### config.mk
export PLATFORM = sky130hd
export DESIGN_NAME = serial_adder_ctrl
export DESIGN_NICKNAME = d
export VERILOG_FILES = /design/src/rtl/serial_adder_ctrl.sv
export SDC_FILE = /design/constraint.sdc
export NUM_CORES = 1
export LEC_CHECK = 0
export CORE_ASPECT_RATIO = 0.9
export CORE_MARGIN = 2
export CORE_UTILIZATION = 40
export CTS_BUF_LIST = sky130_fd_sc_hd__clkbuf_4
export DETAILED_ROUTE_END_ITERATION = 10
export PLACE_DENSITY = 0.71
export REMOVE_ABC_BUFFERS = 1
export SETUP_SLACK_MARGIN = 0.05
export SLEW_MARGIN = 20
export SYNTH_ARGS = -nofsm -noshare
export SYNTH_HDL_FRONTEND = slang
export SYNTH_SLANG_ARGS = --single-unit
### constraint.sdc
create_clock -name clk -period 2.25 [get_ports clk]
set_input_delay 0.225 -clock clk [delete_from_list [all_inputs] [get_ports clk]]
set_output_delay 0.225 -clock clk [all_outputs]
set_load 0.005 [all_outputs]
### src/rtl/serial_adder_ctrl.sv
// serial_adder_ctrl: bit-serial add/subtract controller.
// A single full-adder slice (two half-adder stages plus a carry flop) is
// stepped over N-bit operands LSB first, one bit per clock.
// Ports:
//   clk, rst        rising-edge clock, synchronous active-high reset
//   start           operation request, sampled when the block can accept
//   sub             0 = a+b, 1 = a-b (captured with the operands)
//   a, b            N-bit operands (captured at an accepted start)
//   busy            high while the bit-serial pass is running
//   done            one-cycle pulse, s/c/ovf valid from this cycle on
//   s, c, ovf       result, carry out (for sub: 1 = no borrow), signed overflow
module serial_adder_ctrl #(
    parameter int unsigned N = 8
) (
    input  logic         clk,
    input  logic         rst,
    input  logic         start,
    input  logic         sub,
    input  logic [N-1:0] a,
    input  logic [N-1:0] b,
    output logic         busy,
    output logic         done,
    output logic [N-1:0] s,
    output logic         c,
    output logic         ovf
);

    localparam int unsigned CW = (N > 1) ? $clog2(N) : 1;

    typedef enum logic [1:0] {
        IDLE = 2'd0,
        RUN  = 2'd1,
        DONE = 2'd2
    } state_t;

    state_t         state;
    state_t         state_next;

    logic [N-1:0]   a_sr;
    logic [N-1:0]   b_sr;
    logic [N-1:0]   sum_sr;
    logic           carry;
    logic [CW-1:0]  cnt;

    logic           accept_c;
    logic           shift_c;
    logic           last_c;

    logic           p;
    logic           g1;
    logic           g2;
    logic           sbit;
    logic           cnext;

    // State register; busy/done are registered copies of the next state.
    always_ff @(posedge clk) begin
        if (rst) begin
            state <= IDLE;
            busy  <= 1'b0;
            done  <= 1'b0;
        end else begin
            state <= state_next;
            busy  <= (state_next == RUN);
            done  <= (state_next == DONE);
        end
    end

    // Next-state logic. The DONE exit edge also samples start so that
    // back-to-back requests complete at one operation per N+1 cycles.
    always_comb begin
        state_next = state;
        case (state)
            IDLE:    if (start) state_next = RUN;
            RUN:     if (cnt == CW'(N - 1)) state_next = DONE;
            DONE:    state_next = start ? RUN : IDLE;
            default: state_next = IDLE;
        endcase
    end

    // Datapath strobes decoded from the current state.
    always_comb begin
        accept_c = 1'b0;
        shift_c  = 1'b0;
        last_c   = 1'b0;
        case (state)
            IDLE: accept_c = start;
            RUN: begin
                shift_c = 1'b1;
                last_c  = (cnt == CW'(N - 1));
            end
            DONE:    accept_c = start;
            default: ;
        endcase
    end

    // Adder slice: two half-adder stages sharing the carry flop.
    always_comb begin
        p     = a_sr[0] ^ b_sr[0];
        g1    = a_sr[0] & b_sr[0];
        sbit  = p ^ carry;
        g2    = p & carry;
        cnext = g1 | g2;
    end

    // Operand/sum shift registers, carry, counter and held result.
    always_ff @(posedge clk) begin
        if (rst) begin
            a_sr   <= '0;
            b_sr   <= '0;
            sum_sr <= '0;
            carry  <= 1'b0;
            cnt    <= '0;
            s      <= '0;
            c      <= 1'b0;
            ovf    <= 1'b0;
        end else if (accept_c) begin
            // Subtraction is a + ~b + 1: invert b and preset the carry.
            a_sr   <= a;
            b_sr   <= sub ? ~b : b;
            sum_sr <= '0;
            carry  <= sub;
            cnt    <= '0;
        end else if (shift_c) begin
            a_sr   <= a_sr >> 1;
            b_sr   <= b_sr >> 1;
            sum_sr <= {sbit, sum_sr[N-1:1]};
            carry  <= cnext;
            cnt    <= cnt + CW'(1);
            if (last_c) begin
                // Overflow: carry into the sign bit differs from carry out.
                s   <= {sbit, sum_sr[N-1:1]};
                c   <= cnext;
                ovf <= carry ^ cnext;
            end
        end
    end

endmodule

==> results.sh, run 1 <==
export IMPL_startpoint_type="register"
export IMPL_synthArstFlopShare_pct=0
export IMPL_grt_use_total_pct=14.87
export IMPL_crit_start="cnt[0]$_SDFFE_PP0P_"
export IMPL_ys_seq_area_share_pct=47.40
export IMPL_hold_path_class="register to register"
export IMPL_cts_resized=0
export IMPL_leakage_nw=0.7539
export IMPL_wl_met1_um=1560
export IMPL_ioPinCount=32
export IMPL_place_gp_congestion=0.7247
export IMPL_portBuffers=31
export IMPL_max_slew_margin_rel_pct=66.84
export IMPL_worstSetupPathDepth=5
export IMPL_synth_ff_type="dfxtp_1"
export IMPL_vias=1362
export IMPL_fmax_mhz=677.0
export IMPL_holdWs_ns=0.4601
export IMPL_avgRoutedWirePerCell_um=11.93
export IMPL_worst_pin_slew_ns=0.4959
export IMPL_clockBufferDepth=2
export IMPL_crit_buf_inv=0
export IMPL_power_frac_comb_pct=12.7
export IMPL_cp_data_required_time_ns=2.53
export IMPL_grt_pass1_vias=1275
export IMPL_skew_ns=0.009839
export IMPL_setup_tns_ns=0
export IMPL_wl_met3_um=144
export IMPL_max_cap_violations=0
export IMPL_p_sw_share_pct=23.23
export IMPL_r2r_start="cnt[0]$_SDFFE_PP0P_"
export IMPL_path_cells="ha_1 -> ha_1 -> and3b_1 -> nor2_1 -> a211oi_1"
export IMPL_worstPathMaxFanout=11
export IMPL_crit_top_cell="ha_1"
export IMPL_clock_latency_ns=0.35
export IMPL_drtPass1Iterations=4
export IMPL_final_cell_mix="dfxtp_1 (41), nand2_1 (39), clkdlybuf4s50_1 (31)"
export IMPL_critical_path_max_stage_delay_ns=0.42
export IMPL_postLayoutCellArea_mm2=0.002127
export IMPL_antenna_found_initial=0
export IMPL_coreArea_mm2=0.004129
export IMPL_hold_buffers=0
export IMPL_diodes=0
export IMPL_ys_seq_elements=41
export IMPL_r2r_setup_slack_ns=0.77
export IMPL_htree_levels=2
export IMPL_power_density_mw_per_mm2=735.5
export IMPL_hold_viol=0
export IMPL_final_common_cell="dfxtp_1"
export IMPL_p_clk_share_pct=37.4
export IMPL_die_height_um=66.42
export IMPL_power_switching_mw=0.3635
export IMPL_start_util_pct=41.94
export IMPL_die_area_mm2=0.004872
export IMPL_dpl_hpwl_um=2168
export IMPL_antenna_left=0
export IMPL_ys_types=29
export IMPL_drc=0
export IMPL_gr_total_overflow=0
export IMPL_slowest_stage="and3b_1"
export IMPL_finalCriticalPeriod_ns=1.477
export IMPL_syn_to_final_growth_pct=22.83
export IMPL_fillers=401
export IMPL_irDropWorstVdd_mv=0.4353
export IMPL_synth_cells=191
export IMPL_r2r_end="ovf$_SDFFE_PP0P_"
export IMPL_wirelength_um=3198
export IMPL_instances_no_fill=268
export IMPL_clk_pin_slew_ns=0.12
export IMPL_post_cts_buffers=0
export IMPL_critical_path_top_delay_family="simple AND/OR/NAND/NOR gates"
export IMPL_std_cell_rows=22
export IMPL_synth_edf_count=0
export IMPL_p_int_mw=1.201
export IMPL_drt_iter0_drc=40
export IMPL_grt_pass1_wl_um=5533
export IMPL_drt_vias_per_instance=5.082
export IMPL_finalSetupViolations=0
export IMPL_grt_max_degree=24
export IMPL_place_area_mm2=0.002024
export IMPL_crit_path_end="ovf$_SDFFE_PP0P_"
export IMPL_top_layer="met4"
export IMPL_wl_met2_um=1428
export IMPL_syn_area_mm2=0.001732
export IMPL_numCtsBuffers=5
export IMPL_drv_slew=0
export IMPL_layout_drive_gt1_share_pct=11.36
export IMPL_place_inst=260
export IMPL_status="finished clean"
export IMPL_ys_warn_count=0
export IMPL_fin_crit_sh_pct=65.65
export IMPL_cts_tree="built"
export IMPL_root_buffer="clkbuf_4"
export IMPL_syn_avg_cell_area_um2=9.066
export IMPL_critical_path_class="register to register"
export IMPL_worstPathArrival_ns=1.76
export IMPL_r2r_cells=5
export IMPL_crit_path_end_kind="register"
export IMPL_die_width_um=73.36
export IMPL_grt_setup_unrepaired="false"
export IMPL_seq_power_share_pct=49.9
export IMPL_fin_nets=242
export IMPL_cts_sinks=41
export IMPL_p_total_mw=1.564
## final cells by class
type	instances	area, um2	share of cell area (%)
well taps	48	60.06	2.824
flip-flops and latches	41	820.8	38.59
clock buffers	5	37.54	1.765
repair buffers	38	362.8	17.06
clock inverters	3	65.06	3.059
multi-input cells	133	780.7	36.71
## worst register-to-register path, stage by stage, from the launching register on
cell and delay, ns:
dfxtp_1 0.37, ha_1 0.16, ha_1 0.18, and3b_1 0.42, nor2_1 0.07, a211oi_1 0.20
## state kept, by name (all words and copies together), names as in the netlist, 2 cells and up
| signal | count |
|---|---|
| cnt | 3 |
| b_sr | 8 |
| s | 8 |
| a_sr | 8 |
| state | 2 |
| sum_sr | 7 |
## power groups by stage
| stage | clock network [mW] | logic [mW] | registers, mW |
|---|---|---|---|
| finish | 0.585 | 0.199 | 0.780 |
| floorplan | 0 | 0.112 | 0.793 |
| CTS | 0.597 | 0.200 | 0.781 |
| global route | 0.622 | 0.219 | 0.786 |
| global placement | 0 | 0.197 | 0.797 |
| detailed placement | 0 | 0.199 | 0.797 |
## worst min path at each step
| stage | startpoint | to | slack [ns] | depth (start not counted) |
|---|---|---|---|---|
| global placement | s[5]$_SDFFE_PP0P_ | s[5]$_SDFFE_PP0P_ | 0.45 | 2 |
| floorplan | rst | a_sr[6]$_SDFFE_PP0P_ | 0.29 | 1 |
| finish | s[5]$_SDFFE_PP0P_ | s[5]$_SDFFE_PP0P_ | 0.46 | 2 |
| global route | a[1] | a_sr[1]$_SDFFE_PP0P_ | 0.48 | 3 |
| detailed placement | sum_sr[1]$_SDFFE_PP0P_ | s[0]$_SDFFE_PP0P_ | 0.45 | 2 |
| CTS | a[5] | a_sr[5]$_SDFFE_PP0P_ | 0.46 | 3 |
## routing by layer
metal  up-vias  track usage, %
li1        706               -
met1       616           17.77
met2        33           23.76
met3         7           4.726
met4         0           7.727
met5         -               0
## synth_stat cells (all sizes together) (2+ instances only)
library cell	instances	area, um2
clkbuf	2	7.510
nand2	39	146.4
nand3	8	40.04
dfxtp	41	820.8
a22oi	7	62.56
nor3	15	110.1
xnor2	2	17.52
nand2b	3	18.77
a21oi	26	130.1
o22ai	7	43.79
xor2	8	70.07
ha	2	25.02
nor2	7	26.28
buf	15	122.6
## per-stage QoR
stage / setup WS (ns) / utilization, %
floorplan: 0.6766 / -
global placement: 0.6928 / 49.03
detailed placement: 0.6896 / 49.03
CTS: 0.7506 / 51.52
global route: 0.6147 / 51.52
finish: 0.7729 / 51.52
## kinds of logic after synthesis
family / after synthesis / synth area share, %
mux: 1 / 0.5781
compound gates: 43 / 15.39
buf+inv: 17 / 7.515
fa+ha+maj: 3 / 2.601
simple gates: 76 / 21.46
xor+xnor: 10 / 5.058
flops: 41 / 47.40
Note: power is estimated with default switching activity, not from simulation.
==> run 2: changes to the inputs <==
Clock period 2.25 ns to 1.5 ns, I/O delays scaled along.
==> run 2 against run 1 <==
Via count grew 4.2%. Global-route usage is essentially flat. Non-clock buffer count grew 6. First-iteration DRC count grew to 2.6 times the previous value. Register-to-register slack lost 0.59 ns. Flip-flop and latch count is the same. Utilization grew 0.97 points. Largest cell class unchanged. Largest power group unchanged.
==> results.sh, run 2 (same netlist as run 1, synthesis figures left out) <==
export IMPL_std_cell_rows=22
export IMPL_die_height_um=66.42
export IMPL_final_cell_mix="dfxtp_1 (40), nand2_1 (39), clkdlybuf4s50_1 (31)"
export IMPL_wl_met1_um=1706
export IMPL_seq_power_share_pct=52.8
export IMPL_irDropWorstVdd_mv=0.5963
export IMPL_wirelength_um=3383
export IMPL_die_area_mm2=0.004872
export IMPL_grt_pass1_vias=1297
export IMPL_power_switching_mw=0.5699
export IMPL_gr_total_overflow=0
export IMPL_drv_slew=0
export IMPL_htree_levels=2
export IMPL_p_sw_share_pct=25.67
export IMPL_crit_buf_inv=1
export IMPL_post_cts_buffers=0
export IMPL_startpoint_type="register"
export IMPL_finalSetupViolations=0
export IMPL_fin_nets=249
export IMPL_setup_tns_ns=0
export IMPL_fmax_mhz=723.3
export IMPL_r2r_start="state[0]$_SDFF_PP0_"
export IMPL_holdWs_ns=0.4024
export IMPL_cts_sinks=41
export IMPL_max_slew_margin_rel_pct=80.50
export IMPL_crit_path_end_kind="output port"
export IMPL_hold_viol=0
export IMPL_syn_to_final_growth_pct=25.14
export IMPL_p_int_mw=1.650
export IMPL_max_cap_violations=0
export IMPL_clk_pin_slew_ns=0.14
export IMPL_layout_drive_gt1_share_pct=14.98
export IMPL_clock_latency_ns=0.36
export IMPL_numCtsBuffers=5
export IMPL_postLayoutCellArea_mm2=0.002167
export IMPL_clockBufferDepth=2
export IMPL_root_buffer="clkbuf_4"
export IMPL_worstPathMaxFanout=2
export IMPL_antenna_found_initial=0
export IMPL_skew_ns=0.02100
export IMPL_grt_setup_unrepaired="true"
export IMPL_path_cells="clkdlybuf4s50_1"
export IMPL_fin_util_pct=52.48
export IMPL_critical_path_max_stage_delay_ns=0.51
export IMPL_hold_path_class="input pin to register"
export IMPL_wl_met3_um=123
export IMPL_hold_buffers=0
export IMPL_drt_iter0_drc=103
export IMPL_cp_data_required_time_ns=1.35
export IMPL_power_frac_comb_pct=14.1
export IMPL_top_layer="met4"
export IMPL_grt_use_total_pct=14.83
export IMPL_worstPathArrival_ns=1.23
export IMPL_leakage_nw=0.7747
export IMPL_place_area_mm2=0.002069
export IMPL_final_common_cell="dfxtp_1"
export IMPL_start_util_pct=41.94
export IMPL_largestRegisters="a_sr (8), b_sr (8), s (8)"
export IMPL_vias=1419
export IMPL_grt_pass1_wl_um=5568
export IMPL_power_density_mw_per_mm2=1024
export IMPL_status="finished clean"
export IMPL_portBuffers=31
export IMPL_wl_met2_um=1514
export IMPL_p_total_mw=2.220
export IMPL_avgRoutedWirePerCell_um=12.30
export IMPL_ioPinCount=32
export IMPL_drc=0
export IMPL_cts_tree="built"
export IMPL_coreArea_mm2=0.004129
export IMPL_antenna_left=0
export IMPL_die_width_um=73.36
export IMPL_dpl_hpwl_um=2261
export IMPL_critical_path_class="register to output port"
export IMPL_slowest_stage="clkdlybuf4s50_1"
export IMPL_crit_start="s[1]$_SDFFE_PP0P_"
export IMPL_p_clk_share_pct=33.1
export IMPL_place_gp_congestion=0.7841
export IMPL_fin_crit_sh_pct=92.17
export IMPL_worst_pin_slew_ns=0.2925
export IMPL_hold_start="a[2]"
export IMPL_drtPass1Iterations=4
export IMPL_grt_max_degree=20
export IMPL_finalCriticalPeriod_ns=1.383
export IMPL_critical_path_top_delay_family="buffers and inverters"
export IMPL_drt_vias_per_instance=5.160
export IMPL_diodes=0
-- run 2: cell count changes in the layout (fill, tap and decap cells not counted), sizes merged --
cell,delta
bufinv,-1
clkinvlp,+1
and3b,+1
buf,+6
-- run 2: per-layer routing --
layer	up-vias	GRT usage [%]
met3	5	3.811
li1	721	-
met4	0	6.591
met1	665	19.61
met2	28	22.64
met5	-	0
-- run 2: what timing repair did --
item / in CTS / in global routing
hold endpoints to repair: 0 / 0
setup endpoints to repair: 0 / 11
resized for setup: 0 / 3
-- run 2: path summary, 6_finish.rpt --
kind                            depth (start not counted)                    to  slack, ns
worst max-delay path                                    1                  s[1]       0.12
worst min register to register                          2     s[0]$_SDFFE_PP0P_       0.45
worst min-delay path                                    3  a_sr[2]$_SDFFE_PP0P_       0.40
worst max register to register                          4  a_sr[6]$_SDFFE_PP0P_       0.18
-- run 2: layout make-up --
class | instances | area [um2]
Sequential cell | 41 | 822.0
Multi-Input combinational cell | 134 | 793.3
Clock inverter | 3 | 46.29
Tap cell | 48 | 60.06
Clock buffer | 5 | 37.54
Fill cell | 406 | 1962
Timing Repair Buffer | 44 | 407.9
-- run 2: worst register-to-register path, stage by stage (launching register included) --
cell and delay (ns):
dfxtp_1 0.45, nand2b_1 0.31, buf_4 0.20, nor2_1 0.05, a311oi_2 0.23
-- run 2: per-stage QoR --
stage | worst slack [ns] | instances
global route | 0.04791 | 275
finish | 0.1175 | 275
CTS | 0.05174 | 274
detailed placement | 0.06955 | 266
floorplan | -0.07337 | 174
global placement | 0.1264 | 266
-- run 2: power groups by stage --
stage | Sequential, mW | Combinational [mW] | Clock [mW]
5_1_grt | 1.18 | 0.344 | 0.790
4_1_cts | 1.17 | 0.315 | 0.748
2_1_floorplan | 1.19 | 0.168 | 0
3_3_place_gp | 1.19 | 0.310 | 0
6_report | 1.17 | 0.314 | 0.734
3_5_place_dp | 1.20 | 0.313 | 0
==> run 3: changes to the inputs <==
Clock period 1.5 ns to 1.4 ns, I/O delays scaled along.
==> run 3 against run 2 <==
Sequential share of layout area decreased by 1.8 points. Non-clock buffer count increased by 7. Final cell count increased by 2.5%. Clock skew about the same. Via count increased by 1.9%. Setup slack got worse by 0.012 ns. Flip-flop and latch count unchanged. Die area unchanged. Design area increased by 6.9%. Sequential power increased by 8%. Combinational power increased by 15%. Global-route usage increased by 1.3 points. Critical path type is now register to register.
==> results.sh, run 3 (same netlist as run 1, synthesis figures left out) <==
export IMPL_status="finished clean"
export IMPL_instances_no_fill=282
export IMPL_p_total_mw=2.396
export IMPL_max_cap_violations=0
export IMPL_critical_path_class="register to register"
export IMPL_clock_latency_ns=0.36
export IMPL_power_switching_mw=0.6086
export IMPL_layout_drive_gt1_share_pct=23.93
export IMPL_fillers=380
export IMPL_die_height_um=66.42
export IMPL_antenna_found_initial=0
export IMPL_worst_pin_slew_ns=0.3490
export IMPL_p_int_mw=1.787
export IMPL_hold_viol=0
export IMPL_drv_slew=0
export IMPL_r2r_setup_slack_ns=0.11
export IMPL_place_area_mm2=0.002107
export IMPL_ioPinCount=32
export IMPL_start_util_pct=41.94
export IMPL_multi_input_area_um2=810.8
export IMPL_postLayoutCellArea_mm2=0.002316
export IMPL_largestRegisters="a_sr (8), b_sr (8), s (8)"
export IMPL_antenna_left=0
export IMPL_numCtsBuffers=5
export IMPL_fin_ws_ns=0.1054
export IMPL_drtPass1Iterations=4
export IMPL_grt_max_degree=22
export IMPL_irDropWorstVdd_mv=0.5253
export IMPL_setup_tns_ns=0
export IMPL_coreArea_mm2=0.004129
export IMPL_holdWs_ns=0.3885
export IMPL_cp_data_required_time_ns=1.66
export IMPL_pre_cts_ws_ns=-0.02981
export IMPL_drc=0
export IMPL_grt_pass1_vias=1432
export IMPL_skew_ns=0.02084
export IMPL_hold_buffers=0
export IMPL_power_density_mw_per_mm2=1034
export IMPL_fmax_mhz=772.4
export IMPL_drt_vias_per_instance=5.128
export IMPL_syn_to_final_growth_pct=33.74
export IMPL_cts_tree="built"
export IMPL_fin_nets=256
export IMPL_fin_util_pct=56.09
export IMPL_fin_crit_sh_pct=92.47
export IMPL_crit_path_end_kind="register"
export IMPL_std_cell_rows=22
export IMPL_die_area_mm2=0.004872
export IMPL_clockBufferDepth=2
export IMPL_place_gp_congestion=0.7711
export IMPL_max_slew_margin_rel_pct=76.74
export IMPL_place_inst=266
export IMPL_gr_total_overflow=0
export IMPL_leakage_nw=1.019
export IMPL_die_width_um=73.36
export IMPL_grt_use_total_pct=16.15
export IMPL_power_frac_comb_pct=15.1
export IMPL_final_common_cell="nand2_1"
export IMPL_diodes=0
export IMPL_wirelength_um=3541
export IMPL_p_clk_share_pct=32.5
export IMPL_drt_iter0_drc=66
export IMPL_root_buffer="clkbuf_4"
export IMPL_seq_power_share_pct=52.4
export IMPL_grt_setup_unrepaired="false"
export IMPL_worstPathArrival_ns=1.55
export IMPL_dpl_hpwl_um=2322
export IMPL_avgRoutedWirePerCell_um=12.56
export IMPL_cts_sinks=41
export IMPL_portBuffers=31
export IMPL_grt_pass1_wl_um=6113
export IMPL_finalCriticalPeriod_ns=1.295
export IMPL_vias=1446
export IMPL_p_sw_share_pct=25.40
export IMPL_final_cell_mix="nand2_1 (39), dfxtp_1 (28), a21oi_1 (26)"
export IMPL_layout_area_seq_um2=837.1
export IMPL_htree_levels=2
export IMPL_hold_path_class="input pin to register"
export IMPL_clk_pin_slew_ns=0.14
export IMPL_startpoint_type="register"
export IMPL_finalSetupViolations=0
export IMPL_worstPathMaxFanout=5
run 3: cell type report:
type                    count  area share (%)
clock buffers               5           1.621
well taps                  48           2.593
flip-flops and latches     41           36.14
clock inverters             3           1.999
repair buffers             51           22.64
multi-input cells         134           35.01
run 3: path summary, 6_finish.rpt:
check                               from                   end  cells after the start
setup / recovery     cnt[0]$_SDFFE_PP0P_     s[5]$_SDFFE_PP0P_                      6
hold / removal                      a[3]  a_sr[3]$_SDFFE_PP0P_                      3
setup reg to reg     cnt[0]$_SDFFE_PP0P_     s[5]$_SDFFE_PP0P_                      6
hold reg to reg   sum_sr[1]$_SDFFE_PP0P_     s[0]$_SDFFE_PP0P_                      2
run 3: repair_timing:
item | CTS | global route
cloned | 0 | 1
setup buffers | 2 | 5
setup endpoints to repair | 19 | 30
gates resized for setup | 12 | 20
hold endpoints to repair | 0 | 0
run 3: critical path, stage by stage (launching register included):
cell and delay, ns:
dfxtp_2 0.34, ha_2 0.19, ha_4 0.17, and3b_2 0.25
buf_4 0.15, nand2_1 0.06, a21oi_1 0.06
run 3: routing by layer:
metal / track usage (%) / vias up / share of wire [%]
met5: 0 / - / 0
met2: 25.45 / 28 / 45
li1: - / 737 / -
met4: 6.818 / 0 / 1.6
met3: 4.268 / 7 / 3.6
met1: 20.74 / 674 / 50
run 3: power groups by stage:
| stage | combinational (mW) | sequential (mW) | clock (mW) |
|---|---|---|---|
| after floorplan | 0.180 | 1.27 | 0 |
| after CTS | 0.356 | 1.25 | 0.797 |
| final | 0.361 | 1.26 | 0.779 |
| after global placement | 0.352 | 1.28 | 0 |
| after detailed placement | 0.354 | 1.28 | 0 |
| after global routing | 0.396 | 1.26 | 0.842 |
